File: src/rtl/instruction_cache_controller_pkg.sv
// Shared types and widths for the direct-mapped instruction cache.
// Holds the controller state encoding and a word-select helper for 128-bit blocks.
package instruction_cache_controller_pkg;

   localparam int ADDR_W     = 10;
   localparam int BLOCK_W    = 128;
   localparam int WORD_W     = 32;
   localparam int MEM_ADDR_W = 6;

   typedef enum logic [1:0] {
      IDLE     = 2'd0,
      MEM_READ = 2'd1,
      UPDATE   = 2'd2
   } state_t;

   function automatic logic [WORD_W-1:0] select_word(input logic [BLOCK_W-1:0] blk,
                                                     input logic [1:0]         sel);
      logic [WORD_W-1:0] w_word;
      w_word = blk[31:0];
      case (sel)
         2'd0: w_word = blk[31:0];
         2'd1: w_word = blk[63:32];
         2'd2: w_word = blk[95:64];
         2'd3: w_word = blk[127:96];
         default: w_word = blk[31:0];
      endcase
      return w_word;
   endfunction

endpackage

File: src/rtl/instruction_cache_controller_array.sv
// Valid/tag/data storage: combinational read port, single write port on the clock.
// Only valid bits are reset; tag and data contents are meaningless until valid is set.
module instruction_cache_controller_array
   import instruction_cache_controller_pkg::*;
#(
   parameter int INDEX_BITS = 3,
   parameter int TAG_W      = 3
) (
   input  logic                  clock,
   input  logic                  reset_n,
   input  logic [INDEX_BITS-1:0] i_rd_index,
   output logic                  o_rd_valid,
   output logic [TAG_W-1:0]      o_rd_tag,
   output logic [BLOCK_W-1:0]    o_rd_block,
   input  logic                  i_wr_en,
   input  logic [INDEX_BITS-1:0] i_wr_index,
   input  logic [TAG_W-1:0]      i_wr_tag,
   input  logic [BLOCK_W-1:0]    i_wr_block
);

   localparam int DEPTH = 1 << INDEX_BITS;

   logic [DEPTH-1:0]   r_valid;
   logic [TAG_W-1:0]   r_tag  [DEPTH];
   logic [BLOCK_W-1:0] r_data [DEPTH];

   always_ff @(posedge clock or negedge reset_n) begin
      if (!reset_n) begin
         r_valid <= '0;
      end else if (i_wr_en) begin
         r_valid[i_wr_index] <= 1'b1;
      end
   end

   always_ff @(posedge clock) begin
      if (i_wr_en) begin
         r_tag[i_wr_index]  <= i_wr_tag;
         r_data[i_wr_index] <= i_wr_block;
      end
   end

   assign o_rd_valid = r_valid[i_rd_index];
   assign o_rd_tag   = r_tag[i_rd_index];
   assign o_rd_block = r_data[i_rd_index];

endmodule

File: src/rtl/instruction_cache_controller.sv
// Direct-mapped read-only instruction cache: hits return the word combinationally with no stall.
// Misses stall the CPU for 1 + memory cycles + 1, then the re-evaluated access hits.
module instruction_cache_controller
   import instruction_cache_controller_pkg::*;
#(
   parameter int INDEX_BITS = 3
) (
   input  logic                  clock,
   input  logic                  reset_n,
   input  logic                  cpu_read,
   input  logic [ADDR_W-1:0]     pc_address,
   output logic [WORD_W-1:0]     instruction,
   output logic                  busywait,
   output logic                  mem_read,
   output logic [MEM_ADDR_W-1:0] mem_address,
   input  logic [BLOCK_W-1:0]    mem_readinst,
   input  logic                  mem_busywait
);

   localparam int TAG_W = MEM_ADDR_W - INDEX_BITS;

   state_t                  r_state;
   state_t                  w_next_state;
   logic [MEM_ADDR_W-1:0]   r_miss_addr;
   logic                    w_latch_miss;
   logic                    w_wr_en;

   logic [TAG_W-1:0]        w_tag;
   logic [INDEX_BITS-1:0]   w_index;
   logic [1:0]              w_word;
   logic                    w_unused_byte_sel;

   logic                    w_rd_valid;
   logic [TAG_W-1:0]        w_rd_tag;
   logic [BLOCK_W-1:0]      w_rd_block;
   logic                    w_hit;

   assign w_tag             = pc_address[ADDR_W-1:4+INDEX_BITS];
   assign w_index           = pc_address[3+INDEX_BITS:4];
   assign w_word            = pc_address[3:2];
   assign w_unused_byte_sel = ^pc_address[1:0];

   instruction_cache_controller_array #(
      .INDEX_BITS (INDEX_BITS),
      .TAG_W      (TAG_W)
   ) u_array (
      .clock      (clock),
      .reset_n    (reset_n),
      .i_rd_index (w_index),
      .o_rd_valid (w_rd_valid),
      .o_rd_tag   (w_rd_tag),
      .o_rd_block (w_rd_block),
      .i_wr_en    (w_wr_en),
      .i_wr_index (r_miss_addr[INDEX_BITS-1:0]),
      .i_wr_tag   (r_miss_addr[MEM_ADDR_W-1:INDEX_BITS]),
      .i_wr_block (mem_readinst)
   );

   assign w_hit       = cpu_read & w_rd_valid & (w_rd_tag == w_tag);
   assign instruction = select_word(w_rd_block, w_word);

   always_ff @(posedge clock or negedge reset_n) begin
      if (!reset_n) begin
         r_state     <= IDLE;
         r_miss_addr <= '0;
      end else begin
         r_state <= w_next_state;
         if (w_latch_miss) begin
            r_miss_addr <= pc_address[ADDR_W-1:4];
         end
      end
   end

   // The fill write happens on the same edge that leaves MEM_READ, so reset aborts it cleanly.
   always_comb begin
      w_next_state = r_state;
      busywait     = 1'b0;
      mem_read     = 1'b0;
      mem_address  = '0;
      w_latch_miss = 1'b0;
      w_wr_en      = 1'b0;
      case (r_state)
         IDLE: begin
            busywait = cpu_read & ~w_hit;
            if (cpu_read && !w_hit) begin
               w_latch_miss = 1'b1;
               w_next_state = MEM_READ;
            end
         end
         MEM_READ: begin
            busywait    = 1'b1;
            mem_read    = 1'b1;
            mem_address = r_miss_addr;
            if (!mem_busywait) begin
               w_wr_en      = 1'b1;
               w_next_state = UPDATE;
            end
         end
         UPDATE: begin
            busywait     = 1'b1;
            w_next_state = IDLE;
         end
         default: w_next_state = IDLE;
      endcase
   end

endmodule
File: config.mk
export PLATFORM = sky130hd
export DESIGN_NAME = instruction_cache_controller
export DESIGN_NICKNAME = d
export VERILOG_FILES = /design/src/rtl/instruction_cache_controller_pkg.sv /design/src/rtl/instruction_cache_controller_array.sv /design/src/rtl/instruction_cache_controller.sv
export SDC_FILE = /design/constraint.sdc
export NUM_CORES = 1
export LEC_CHECK = 0
export ABC_CLOCK_PERIOD_IN_PS = 35200
export BUFFER_PORTS_ARGS = -buffer_cell sky130_fd_sc_hd__buf_2
export CORE_MARGIN = 3
export CORE_UTILIZATION = 55
export DETAILED_ROUTE_END_ITERATION = 10
export PLACE_DENSITY_LB_ADDON = 0.25
export SLEW_MARGIN = 30
export SYNTH_ARGS = -nofsm -noshare
export SYNTH_HDL_FRONTEND = slang
export SYNTH_SLANG_ARGS = --single-unit
File: constraint.sdc
create_clock -name clock -period 35.2 [get_ports clock]
set_input_delay 7.04 -clock clock [delete_from_list [all_inputs] [get_ports clock]]
set_output_delay 7.04 -clock clock [all_outputs]
set_load 0.01 [all_outputs]
==> impl_metrics.csv <==
group,metric,value,unit
floorplanning,die_h,278,µm
clock_network,cts_tree,"done",
clock_network,cts_buffer_depth,3,
synth,yosysSeqAreaShare,0.784,
placement,place_ws,17.13,ns
synth,netlist.top_cell.by_area,"edfxtp_1",
drt,avgViaCountPerCell,6.14,
global_routing,grt_pass1_vias,19262,
synth,ys_seq_elements,1064,
synth,synth-simple-area-share,0.00797,
critical_path,cp_data_required_time,28.16,ns
clock_network,cts_sinks,1064,
synth,synth_mux_area_frac,0.182,
synth,ys_top_cells_by_count,"edfxtp_1, mux4_2, mux2i_1",
clock_network,cts_setup_buffers,0,
drt,wl,86200,µm
sta,hold_viol_final,0,
drt,drc,0,
sta,relSlewSlack,0.370,
layout,utilization,0.631,
critical_path,end_kind,"output port",
pwr,power_density,60.6,nW/µm²
synth,syn_inst,1748,
drt,wl_per_cell,28.5,µm
sta,min_period,17.77,ns
sta,slew_violations,0,
layout,final_nets,2117,
synth,synth-edff-count,1048,
global_routing,grt-ovfl-total,0,
pwr,peakVddDrop,0.0468,mV
floorplanning,coreArea,73100,µm²
sta,setup_violations,0,
layout,drive_gt1_frac,0.309,
layout,syn2layout_area_growth,13.4,%
drt,drt_iter0_markers,1926,
sta,worstMarginPinSlew,0.945,ns
clock_network,ctsHoldBuffers,0,
drt,dr.pass1.iters,5,
floorplanning,die_w,278,µm
synth,yosysMostFrequentCell,"edfxtp_1",
drt,antenna_left,0,
placement,post_dp_cell_area,42700,µm²
synth,postSynthAreaPerCell,23.3,µm²
synth,yosysWarnings,0,
critical_path,crit_type,"input port to output port",
sta,fin_setup_tns,0,ns
synth,syn-cell-area,40700,µm²
clock_network,postCtsResizedCells,0,
synth,synth-compound-area-share,0.0141,
floorplanning,io_pins,182,
synth,ys.flop_type,"edfxtp_1",
clock_network,cts-root-buf,"clkbuf_16",
floorplanning,rows,99,
critical_path,arrival,10.73,ns
sta,max_freq,0.0563,GHz
synth,synth_top_family_by_area,"multiplexers",
synth,syn_nets,1893,
layout,design_area,46100,µm²
drt,dr_total_vias,18602,
global_routing,grt_max_degree,133,
synth,synth-adder-area-share,0.000923,
critical_path,cp_max_fo,120,
sta,rsz0062_at_grt,"false",
job,drv_cap,0,
outcome,status,"finished clean",
placement,io_buffers,179,
sta,finalCritPeriodShare,0.505,
global_routing,grt_pass1_wl,128000,µm
synth,synthTopCellsByArea,"edfxtp_1, mux4_2, mux2i_1",
sta,fin_ws,17.43,ns
global_routing,grtUsageTotal,0.227,
placement,place_congestion,0.701,
pwr,p_leak,15.0,nW
sta,clock_skew,0.0243,ns
synth,synth_xor_area_frac,0.000646,
global_routing,antenna_found_initial,35,
worst_hold_path,min_path_type,"flip-flop to flip-flop",
synth,async_flop_share,0.0150,
floorplanning,start_util,0.556,
synth,synth.distinct_cells,30,
synth,netlist.area_leader.share,0.774,
critical_path,start_kind,"input port",
placement,dpl.hpwl,45800,µm
clock_network,clkTransAtPathRegs,0.06,ns
floorplanning,dieArea,77200,µm²
clock_network,numCtsBuffers,105,
clock_network,htreeDepth,3,
clock_network,clock_latency,0.65,ns
worst paths after layout:
kind                                          from                     to  slack, ns  depth (start not counted)
min in group asynchronous                  reset_n             r_state[0]       6.33                          1
worst max register to register          r_state[1]  u_array.r_data[3][25]      31.82                          6
worst max-delay path                 pc_address[5]        instruction[13]      17.43                          9
worst min register to register  u_array.r_valid[6]     u_array.r_valid[6]       0.47                          1
worst min-delay path            u_array.r_valid[6]     u_array.r_valid[6]       0.47                          1
max in group asynchronous                  reset_n     u_array.r_valid[1]      28.57                          1
power breakdown:
part	total [mW]	switching (mW)	leakage, nW	internal, mW
Clock	1.04	0.446	1.56	0.598
Sequential	1.51	0.0250	9.63	1.48
Combinational	0.240	0.146	3.85	0.0938
flip-flops by register name, summed over array words and instances (netlist names):
name             flops
r_miss_addr          6
r_state              2
u_array.r_data    1024
u_array.r_tag       24
u_array.r_valid      8
critical path: stages:
cell and delay, ns:
buf_8 0.53, buf_12 0.63, buf_4 0.76, mux4_2 0.35
mux2i_1 0.09, o22ai_1 0.49, nor2_1 0.12, a21oi_1 0.40
buf_2 0.22
metal layers:
layer	wire, µm	track usage	part of all wire
met3	6490	0.0555	0.075
met5	109	0	0.0013
met2	42900	0.357	0.50
met1	34500	0.317	0.40
met4	2190	0.0778	0.025
cell families after synthesis:
logic type / count (synthesis)
muxes: 408
and+or+nand+nor: 70
adders and majority gates: 3
xor gates and xnor gates: 3
DFF: 1064
AOI/OAI and AO/OA: 100
buffers and inverters: 100
metrics by stage:
stage          hold WS [ns]  total power, mW  instances
2_1_floorplan         0.434             1.70       1748
6_report              0.467             2.79       3030
4_1_cts               0.465             2.81       3009
3_3_place_gp          0.446             1.76       2819
5_1_grt               0.484             2.89       3025
3_5_place_dp          0.450             1.77       2819
cell type report:
| type | instances | area, µm² |
|---|---|---|
| repair buffers | 212 | 1360 |
| diodes | 16 | 40.0 |
| clock buffers | 134 | 2780 |
| flip-flops and latches | 1064 | 31900 |
| well taps | 959 | 1200 |
| inverters | 5 | 18.8 |
| multi-input cells | 584 | 8390 |
| clock inverters | 56 | 428 |
| fillers | 4904 | 27000 |
layout by cell type, fill, tap and decap left out, types with 2 or more instances in the layout:
cell,netlist,layout
edfxtp_1,1048,1048
mux4_2,261,261
buf_2,29,176
mux2i_1,140,140
clkbuf_16,0,107
a21oi_1,64,64
nor2_1,38,36
o22ai_1,32,32
clkbuf_1,38,27
clkinv_1,0,26
buf_4,5,20
clkinv_2,0,19
diode_2,0,16
dfrtp_1,16,16
or2_2,8,8
buf_12,0,7
nand2_1,6,6
mux2_4,6,6
bufinv_16,0,6
inv_1,5,5
and2_1,5,5
buf_16,0,5
nor3_2,0,4
xor2_1,3,3
ha_1,3,3
clkinvlp_4,0,3
nand2b_1,3,2
nor3_1,6,2
nor3b_2,0,2
clkinv_8,0,2
buf_8,1,2
No activity file was read; power rests on OpenSTA's default activity.
